--- config.mk ---
export PLATFORM = sky130hd
export DESIGN_NAME = dtcore32_mem_arbiter
export DESIGN_NICKNAME = d
export VERILOG_FILES = /design/src/rtl/dtcore32_mem_arbiter.sv
export SDC_FILE = /design/constraint.sdc
export NUM_CORES = 1
export LEC_CHECK = 0
export BUFFER_PORTS_ARGS = -buffer_cell sky130_fd_sc_hd__buf_2
export CORE_ASPECT_RATIO = 2
export CORE_MARGIN = 5
export CORE_UTILIZATION = 37
export CTS_CLUSTER_SIZE = 28
export DETAILED_ROUTE_END_ITERATION = 12
export GPL_TIMING_DRIVEN = 0
export PLACE_DENSITY_LB_ADDON = 0.15
export SYNTH_ARGS = -nofsm -noshare
export SYNTH_HDL_FRONTEND = slang
export SYNTH_SLANG_ARGS = --single-unit
export TNS_END_PERCENT = 100
--- constraint.sdc ---
create_clock -name clk_i -period 2.04 [get_ports clk_i]
set_clock_uncertainty 0.2 [all_clocks]
set_input_delay 0.408 -clock clk_i [delete_from_list [all_inputs] [get_ports clk_i]]
set_output_delay 0.408 -clock clk_i [all_outputs]
set_load 0.01 [all_outputs]
--- src/rtl/dtcore32_mem_arbiter.sv ---
// dtcore32_mem_arbiter
//   Shares one 32-bit memory bus between instruction fetch (IF) and load/store (MEM).
//   Only one transfer is outstanding at a time. Data requests normally win. After
//   MAX_D_BURST back-to-back data grants while a fetch waits, the fetch is granted.
//   An optional timeout ends a stalled transfer and reports an error response.
//
// Ports
//   clk_i, rst_i                         clock, synchronous active-high reset
//   if_req_i/if_addr_i/if_flush_i        fetch request, address, discard fetch response
//   if_gnt_o/if_rvalid_o/if_rdata_o/if_err_o   fetch grant, response pulse, data, timeout
//   dmem_req_i/op_i/addr_i/wdata_i/wmask_i     data request and operands
//   dmem_gnt_o/rvalid_o/rdata_o/err_o          data grant, completion pulse, data, timeout
//   bus_valid_o/addr_o/we_o/wstrb_o/wdata_o    bus request side (registered)
//   bus_ready_i/bus_rdata_i                    bus completion and read data
module dtcore32_mem_arbiter #(
  parameter int unsigned MAX_D_BURST    = 4,
  parameter int unsigned TIMEOUT_CYCLES = 0
) (
  input  logic        clk_i,
  input  logic        rst_i,
  input  logic        if_req_i,
  input  logic [31:0] if_addr_i,
  input  logic        if_flush_i,
  output logic        if_gnt_o,
  output logic        if_rvalid_o,
  output logic [31:0] if_rdata_o,
  output logic        if_err_o,
  input  logic        dmem_req_i,
  input  logic [4:0]  dmem_op_i,
  input  logic [31:0] dmem_addr_i,
  input  logic [31:0] dmem_wdata_i,
  input  logic [3:0]  dmem_wmask_i,
  output logic        dmem_gnt_o,
  output logic        dmem_rvalid_o,
  output logic [31:0] dmem_rdata_o,
  output logic        dmem_err_o,
  output logic        bus_valid_o,
  output logic [31:0] bus_addr_o,
  output logic        bus_we_o,
  output logic [3:0]  bus_wstrb_o,
  output logic [31:0] bus_wdata_o,
  input  logic        bus_ready_i,
  input  logic [31:0] bus_rdata_i
);

  localparam int BW = $clog2(MAX_D_BURST + 1);
  localparam int TW = (TIMEOUT_CYCLES > 0) ? $clog2(TIMEOUT_CYCLES + 1) : 1;

  typedef enum logic [1:0] {IDLE, BUSY_I, BUSY_D} state_t;

  state_t         state;
  logic [BW-1:0]  burst_cnt;
  logic [TW-1:0]  tcnt;
  logic           drop;      // fetch response of the in-flight fetch is discarded
  logic [31:0]    rdata_q;

  logic idle, burst_full, fetch_pri, done, tmo;

  // Only the low op bits and address LSBs are ignored here; MEM stage owns them.
  logic unused_bits;
  assign unused_bits = ^{dmem_op_i[2:0], if_addr_i[1:0], dmem_addr_i[1:0]};

  assign idle       = (state == IDLE) && !rst_i;
  assign burst_full = (burst_cnt == BW'(MAX_D_BURST));
  // Fetch overrides data only once the burst budget is spent; a flushing fetch never wins.
  assign fetch_pri  = if_req_i && !if_flush_i && burst_full;
  assign dmem_gnt_o = idle && dmem_req_i && !fetch_pri;
  assign if_gnt_o   = idle && if_req_i && !if_flush_i && !dmem_gnt_o;

  assign done = bus_valid_o && bus_ready_i;
  // Ready in the same cycle as the limit counts as a normal completion.
  assign tmo  = (TIMEOUT_CYCLES != 0) && bus_valid_o && !bus_ready_i &&
                (tcnt == TW'(TIMEOUT_CYCLES - 1));

  assign if_rdata_o   = rdata_q;
  assign dmem_rdata_o = rdata_q;

  always_ff @(posedge clk_i) begin
    if (rst_i) begin
      state         <= IDLE;
      burst_cnt     <= '0;
      tcnt          <= '0;
      drop          <= 1'b0;
      rdata_q       <= '0;
      bus_valid_o   <= 1'b0;
      bus_addr_o    <= '0;
      bus_we_o      <= 1'b0;
      bus_wstrb_o   <= '0;
      bus_wdata_o   <= '0;
      if_rvalid_o   <= 1'b0;
      if_err_o      <= 1'b0;
      dmem_rvalid_o <= 1'b0;
      dmem_err_o    <= 1'b0;
    end else begin
      if_rvalid_o   <= 1'b0;
      if_err_o      <= 1'b0;
      dmem_rvalid_o <= 1'b0;
      dmem_err_o    <= 1'b0;

      if (!if_req_i || if_gnt_o)
        burst_cnt <= '0;
      else if (dmem_gnt_o && !burst_full)
        burst_cnt <= burst_cnt + BW'(1);

      case (state)
        IDLE: begin
          if (dmem_gnt_o) begin
            tcnt <= '0;
            if (dmem_op_i[4]) begin
              state       <= BUSY_D;
              bus_valid_o <= 1'b1;
              bus_addr_o  <= {dmem_addr_i[31:2], 2'b00};
              bus_we_o    <= dmem_op_i[3];
              bus_wstrb_o <= dmem_op_i[3] ? dmem_wmask_i : 4'b0000;
              bus_wdata_o <= dmem_wdata_i;
            end else begin
              // Inactive op: acknowledge without touching the bus.
              dmem_rvalid_o <= 1'b1;
              rdata_q       <= '0;
            end
          end else if (if_gnt_o) begin
            tcnt        <= '0;
            drop        <= 1'b0;
            state       <= BUSY_I;
            bus_valid_o <= 1'b1;
            bus_addr_o  <= {if_addr_i[31:2], 2'b00};
            bus_we_o    <= 1'b0;
            bus_wstrb_o <= 4'b0000;
            bus_wdata_o <= '0;
          end
        end
        default: begin
          if (state == BUSY_I && if_flush_i)
            drop <= 1'b1;
          if (done || tmo) begin
            state       <= IDLE;
            bus_valid_o <= 1'b0;
            rdata_q     <= done ? bus_rdata_i : '0;
            if (state == BUSY_I) begin
              if_rvalid_o <= !(drop || if_flush_i);
              if_err_o    <= !done && !(drop || if_flush_i);
            end else begin
              dmem_rvalid_o <= 1'b1;
              dmem_err_o    <= !done;
            end
          end else if (TIMEOUT_CYCLES != 0) begin
            tcnt <= tcnt + TW'(1);
          end
        end
      endcase
    end
  end

endmodule
* After elaboration in Yosys (flattened, before gate mapping)
Index checks and enable logic that the tools add are counted.
Storage, ports and cells: output and inout bits 140, logic and storage cells 93, bits in registers 112
Cells by class: add/subtract/negate cells 1, reductions and logical operators 33, mux-type cells 35, equal/unequal tests 9, bitwise operators 2
Operators by type and width (count):
- two-way mux 32 bit | 10
- two-way mux 1 bit | 16
- two-way mux 4 bit | 4
- logical AND 1 bit | 12
- AND reduction 3 bit | 4
- two-way mux 2 bit | 5
- != test 2 bit (second input constant) | 5
- zero test 1 bit | 8
- OR reduction 4 bit | 2
- != test 3 bit (second input constant) | 2
- nonzero test 2 bit | 3
- adder 3 x 1 -> 3 bit (second input constant) | 1
- == test 3 bit (second input constant) | 1
- == test 2 x 1 -> 1 bit (second input constant) | 1
- zero test 2 bit | 1
- logical OR 1 bit | 2
- inverter 1 bit | 2
- OR reduction 2 bit | 1

* Logic depth before layout (Yosys ltp)
Gate-level depths: netlist of the first run.
depth after elaboration 10, mapped depth 8

* Least setup slack after synthesis of the first run
OpenSTA, ideal clock, no wires.
path type flip-flop to output port, start point register burst_cnt[0], end point output if_gnt_o, setup slack -210 ps, path buffers 2, data required time 1432 ps, stages on the path, launching flop included 9, arrival time 1642 ps, path through dfxtp_1 > inv_1 > ha_1 > a21boi_1 > or3b_1 > or2_1 > clkbuf_1 > buf_6 > inv_1
On the way: word-level cells in the longest chain between the ends 6
RTL lines:
- start: declaration | RTL line 52 | logic [BW-1:0] burst_cnt;
- start signal: assignment | RTL line 103 | burst_cnt <= burst_cnt + BW'(1);
- == test 3 bit | RTL line 64 | assign burst_full = (burst_cnt == BW'(MAX_D_BURST));
- logical AND 1 bit | RTL line 66 | assign fetch_pri = if_req_i && !if_flush_i && burst_full;
- zero test 1 bit | RTL line 67 | assign dmem_gnt_o = idle && dmem_req_i && !fetch_pri;
- logical AND 1 bit | RTL line 67
- zero test 1 bit | RTL line 68 | assign if_gnt_o = idle && if_req_i && !if_flush_i && !dmem_gnt_o;
- logical AND 1 bit | RTL line 68
- end: declaration | RTL line 24 | output logic if_gnt_o,
No other way between the ends.

* Worst setup path after layout of the first run
Same ends and word-level chain as after synthesis.

==> results of run 1 <==
[path summary, 6_finish.rpt]
kind / end / slack (ns) / start / cells after the start
max reg2reg: bus_addr_o[20]$_SDFFE_PP0P_ / -0.23 / burst_cnt[0]$_SDFFE_PP0P_ / 9
min reg2reg: bus_wstrb_o[0]$_SDFFE_PP0P_ / 0.27 / bus_wstrb_o[0]$_SDFFE_PP0P_ / 1
min: dmem_rdata_o[20]$_SDFFE_PP0P_ / 0.07 / bus_rdata_i[20] / 2
max: if_gnt_o / -0.43 / burst_cnt[0]$_SDFFE_PP0P_ / 8
[cells by family after synthesis]
logic type,share of synthesized area [%]
other cells,0.08976
compound gates,28.84
xor+xnor,0.2097
simple gates,4.073
buf+inv,13.48
flops,52.71
fa+ha+maj,0.5989
[synth_stat cells (2+ instances only)]
cell	n
inv_1	34
dfxtp_1	110
o21ai_0	2
clkbuf_1	11
nor3_1	5
a31o_2	2
a32o_1	4
ha_1	2
a21oi_1	35
nor2_1	3
a22o_1	65
o221a_2	29
buf_2	9
buf_4	36
nand3_1	3
buf_6	7
nand2_1	8
[layout by cell type, fill, tap and decap left out, types with 2 or more instances in the layout]
master	count
a21oi_1	34
a22o_1	65
a31o_4	2
a32o_1	4
buf_2	274
buf_4	48
buf_6	18
buf_8	4
clkbuf_1	8
clkbuf_16	10
clkbuf_2	2
clkinv_2	2
clkinv_4	2
conb_1	4
dfxtp_1	108
dfxtp_2	2
inv_1	31
inv_2	2
inv_6	2
nand2_1	8
nand3_1	3
nor2_1	3
nor3_1	4
o21ai_0	2
o221a_2	18
o221a_4	11
or2_4	2
[per-stage QoR]
step                cell area (µm²)  worst slack, ns  utilization (%)  instances
floorplan                      4223         -0.09556                -        387
global placement               5767          -0.3891            51.41        802
detailed placement             5767          -0.4097            51.41        802
CTS                            6250          -0.5046            55.72        834
global route                   6457          -0.4738            57.57        839
finish                         6457          -0.4252            57.57        839
[state kept, by name, indices dropped and copies added (netlist names)]
name           flops
bus_wstrb_o        4
state              2
dmem_rvalid_o      1
dmem_rdata_o      32
bus_valid_o        1
bus_addr_o        30
bus_wdata_o       32
if_rvalid_o        1
drop               1
dmem_err_o         1
burst_cnt          3
if_err_o           1
bus_we_o           1
[metal layers]
layer / global-route usage (%) / routed length (µm)
met5: 0 / 0
met4: 6.628 / 235
met3: 4.491 / 1102
met2: 37.18 / 8030
met1: 19.57 / 4866
[final cells by class]
| type | count | area [µm²] | area share [%] |
|---|---|---|---|
| inverter | 34 | 132.6 | 2.054 |
| clock buffer | 9 | 225.2 | 3.488 |
| multi-input combinational | 181 | 1595 | 24.70 |
| timing repair buffer | 295 | 1600 | 24.78 |
| clock inverter | 7 | 55.05 | 0.8525 |
| buffer | 61 | 466.7 | 7.227 |
| tap | 142 | 177.7 | 2.751 |
| sequential | 110 | 2205 | 34.14 |
[what timing repair did]
action                                 in CTS  in global routing
buffers inserted                           10                  5
setup endpoints to repair                  93                 99
hold buffers                                0                  0
cloned                                      7                  1
pin swaps                                  38                  8
gates resized for setup                    26                 28
endpoints found under the hold margin       0                  0
[report_power, final]
| group | internal (mW) | switching, mW |
|---|---|---|
| Clock | 0.845 | 0.811 |
| Sequential | 2.25 | 0.0606 |
| Combinational | 0.395 | 0.361 |
==> flow_summary_export.csv, run 1 <==
group,metric,value,unit
cells_and_area,drive_gt1_share,59.11,%
routing,vias_per_cell,4.894,
clock_tree,cts_root_buf,"clkbuf_16",
timing,worstMarginPinSlew,0.7049,ns
global_route,grt_max_degree,20,
routing,wl,14240,µm
logic_synthesis,synth_area_leaders,"dfxtp_1, a22o_1, o221a_2, buf_4, a21oi_1",
clock_tree,clock-sinks,110,
clock_tree,cts_buffers,9,
routing,drt-wirelength-per-cell,16.97,µm
timing,rsz0062_at_grt,"true",
power,p_total,4.719,mW
routing,drc_errors,0,
floorplan,start_util,37.24,%
placed_design,place.gp.congestion,0.8656,
critical_path,slowest_delay,0.40,ns
logic_synthesis,syn_area,0.004178,mm²
timing,fin_crit,2.465,ns
floorplan,pin_count,283,
critical_path,start_kind,"register",
clock_tree,clk_pin_slew,0.08,ns
placed_design,port-buffer-count,273,
critical_path,cp_cell_sequence,"inv_2 > ha_4 > a21boi_4 > or3b_4 > or2_4 > buf_8 > clkinv_4 > buf_6",
logic_synthesis,ys_types,36,
timing,drv_slew,0,
critical_path,critPathMaxFanout,3,
clock_tree,clock_path_buffers,2,
timing,worst_slack,-0.4252,ns
logic_synthesis,async_reset_ff_share,0,%
logic_synthesis,seq_area_frac_synth,52.71,%
global_route,overflow,0,
logic_synthesis,synth_top_area_cell,"dfxtp_1",
routing,vias,4106,
run_status,violations,"negative setup slack",
global_route,grt_pass1_vias,4232,
logic_synthesis,syn_inst,384,
power,p_per_area,730.8,mW/mm²
cells_and_area,antenna_cells,0,
floorplan,die_w,85.14,µm
cells_and_area,n_fill_cell,1002,
critical_path,arrival,1.86,ns
critical_path,critPathKind,"register to output pin",
routing,drtIter0Drc,160,
timing,hold_viol,0,
logic_synthesis,synth-main-ff-cell,"dfxtp_1",
floorplan,fp.coreArea,0.01122,mm²
clock_tree,cts_tree,"built",
critical_path,cp_top_family,"simple AND/OR/NAND/NOR gates",
logic_synthesis,yosysTopAreaCellShare,52.71,%
clock_tree,insertion_delay,0.34,ns
floorplan,die_area,0.01365,mm²
run_status,outcome,"finished with violations",
timing,finalCritPeriodShare,120.8,%
placed_design,dp_hpwl,10690,µm
power,power.leakage,3.451,nW
clock_tree,cts_max_level,3,
timing,finalSetupViolations,96,
routing,final_antenna_net_count,0,
timing,fin_hold_ws,0.07077,ns
routing,firstDrtPassIters,4,
run,drv_cap,0,
timing,setup_tns,-11.71,ns
cells_and_area,nNetsFinal,837,
floorplan,die_h,160.3,µm
critical_path,cp.required,1.43,ns
global_route,track_usage,19.30,%
logic_synthesis,synth_edf_count,0,
global_route,antenna_found_initial,0,
power,max-vdd-ir-drop,0.0004293,V
logic_synthesis,ys_warn_count,0,
critical_path,path_buf_inv,4,
critical_path,slowest_stage,"or3b_4",
timing,relSlewSlack,52.41,%
cells_and_area,area_delta_synth_final,54.57,%
critical_path,crit_path_end_kind,"output pin",
logic_synthesis,synth_seq_cells,110,
timing,max_freq,405.6,MHz
global_route,grt_pass1_wl,21140,µm
floorplan,row_count,55,
hold_path,hold_path.class,"input port to register",
logic_synthesis,avgSynthCellArea,10.88,µm²
No activity file was read; power rests on OpenSTA's default activity.
==> inputs of run 2 (changes only) <==
==> constraint.sdc (replaced) <==
create_clock -name clk_i -period 2 [get_ports clk_i]
set_clock_uncertainty 0.2 [all_clocks]
set_input_delay 0.4 -clock clk_i [delete_from_list [all_inputs] [get_ports clk_i]]
set_output_delay 0.4 -clock clk_i [all_outputs]
set_load 0.01 [all_outputs]
==> run 2 against run 1 <==
Flip-flop and latch count is the same. Highest routed layer unchanged. Critical path depth is the same. Die area is the same. First-iteration DRC count shrank 36%. Register-to-register slack lost 0.11 ns. Wire length shrank 2.5%. Sequential power grew 2%. Largest power group unchanged. The run still ends with negative setup slack left.
==> flow_summary_export.csv, run 2 (same netlist as run 1, synthesis figures left out) <==
group,metric,value,unit
timing,worst_slack,-0.4526,ns
routing,firstDrtPassIters,4,
floorplan,fp.coreArea,0.01122,mm²
cells_and_area,final_cell_mix,"buf_2, dfxtp_1, a22o_1",
placed_design,dp_hpwl,10530,µm
clock_tree,clk_pin_slew,0.07,ns
routing,wl,13890,µm
clock_tree,clock-sinks,110,
critical_path,cp.required,1.40,ns
run_status,outcome,"finished with violations",
timing,hold_viol,0,
timing,drv_slew,0,
run_status,violations,"negative setup slack",
power,power.leakage,3.522,nW
routing,vias,4050,
global_route,antenna_found_initial,0,
global_route,track_usage,18.99,%
cells_and_area,seq_area,0.002205,mm²
timing,finalSetupViolations,100,
cells_and_area,final_common_cell,"buf_2",
floorplan,pin_count,283,
timing,relSlewSlack,52.83,%
routing,drc_errors,0,
critical_path,critPathMaxFanout,2,
floorplan,row_count,55,
cells_and_area,drive_gt1_share,59.34,%
critical_path,r2r_cells,10,
hold_path,holdCritStartpoint,"bus_rdata_i[6]",
cells_and_area,n_fill_cell,973,
floorplan,die_area,0.01365,mm²
cells_and_area,nNetsFinal,836,
clock_tree,cts_tree,"built",
routing,drtIter0Drc,102,
clock_tree,clock_path_buffers,2,
power,p_total,4.916,mW
critical_path,startpoint,"burst_cnt[1]$_SDFFE_PP0P_",
global_route,grt_pass1_wl,20980,µm
critical_path,start_kind,"register",
cells_and_area,antenna_cells,0,
global_route,grt_pass1_vias,4203,
critical_path,arrival,1.85,ns
clock_tree,cts_buffers,9,
placed_design,place.gp.congestion,0.8611,
clock_tree,cts_max_level,3,
routing,final_antenna_net_count,0,
timing,fin_crit,2.453,ns
timing,max_freq,407.7,MHz
cells_and_area,final_cells,838,
routing,vias_per_cell,4.833,
placed_design,port-buffer-count,273,
timing,worstMarginPinSlew,0.6987,ns
timing,finalCritPeriodShare,122.6,%
hold_path,worstHoldPathCells,2,
run,drv_cap,0,
hold_path,hold_path.class,"input port to register",
global_route,grt_max_degree,19,
floorplan,start_util,37.24,%
critical_path,worstReg2RegStart,"burst_cnt[1]$_SDFFE_PP0P_",
global_route,overflow,0,
cells_and_area,multi_input_area,0.001730,mm²
power,p_per_area,734.1,mW/mm²
timing,rsz0062_at_grt,"true",
cells_and_area,area_delta_synth_final,60.29,%
floorplan,die_w,85.14,µm
clock_tree,cts_root_buf,"clkbuf_16",
placed_design,dpl.cell_count,802,
floorplan,die_h,160.3,µm
routing,drt-wirelength-per-cell,16.57,µm
critical_path,crit_path_end_kind,"output pin",
critical_path,critPathKind,"register to output pin",
power,max-vdd-ir-drop,0.0005851,V
clock_tree,insertion_delay,0.34,ns
## run 2: cell types whose count changed in the layout (fill, tap and decap cells not counted), moves of 3 or more
| cell | previous run | this run |
|---|---|---|
| buf_16 | 0 | 3 |
| buf_4 | 48 | 45 |
| buf_6 | 18 | 15 |
| o221a_2 | 18 | 3 |
| o221a_4 | 11 | 26 |
## run 2: layer usage
layer	routed length, µm	up-vias	track usage (%)
met5	0	-	0
met2	7714	171	35.48
li1	-	1983	-
met4	313	0	7.421
met1	4776	1874	19.28
met3	1081	22	5.369
## run 2: worst paths after layout
| kind | end | slack [ns] |
|---|---|---|
| max | if_gnt_o | -0.45 |
| min | dmem_rdata_o[6]$_SDFFE_PP0P_ | 0.06 |
| max reg2reg | bus_addr_o[7]$_SDFFE_PP0P_ | -0.34 |
| min reg2reg | bus_wstrb_o[3]$_SDFFE_PP0P_ | 0.27 |
## run 2: layout make-up
type,instances,area share (%)
plain buffers,61,7.362
multi-input cells,181,25.84
inverters,34,1.981
well taps,142,2.653
clock inverters,5,0.6166
flip-flops and latches,110,32.92
repair buffers,294,24.85
clock buffers,11,3.774
## run 2: through the flow
stage	hold slack [ns]	setup TNS, ns	utilization, %	instance area (µm²)	setup slack [ns]
2_1_floorplan	0.2520	-1.617	-	4328	-0.1250
3_3_place_gp	0.2461	-25.00	52.35	5872	-0.4310
3_5_place_dp	0.2500	-26.75	52.35	5872	-0.4361
4_1_cts	0.04812	-17.29	58.01	6507	-0.5231
5_1_grt	0.04902	-25.15	59.70	6696	-0.5035
6_report	0.06409	-20.40	59.70	6696	-0.4526
## run 2: critical path, cell delays in order (launching register included)
cell and delay, ns:
dfxtp_2 0.33, inv_2 0.07, ha_4 0.15, a21boi_4 0.05
or3b_4 0.40, or2_4 0.27, buf_8 0.13, clkinv_4 0.03
buf_6 0.08
## run 2: timing repair
action / 4_1_cts / 5_1_grt
gates cloned: 4 / 3
hold buffers: 0 / 0
gates resized for setup: 37 / 26
setup endpoints to repair: 94 / 101
pin swaps: 6 / 4
buffers inserted: 11 / 6
## run 2: report_power, final
group / internal, mW / switching, mW / total [mW]
sequential: 2.29 / 0.0643 / 2.36
clock: 0.928 / 0.815 / 1.74
combinational: 0.437 / 0.379 / 0.816
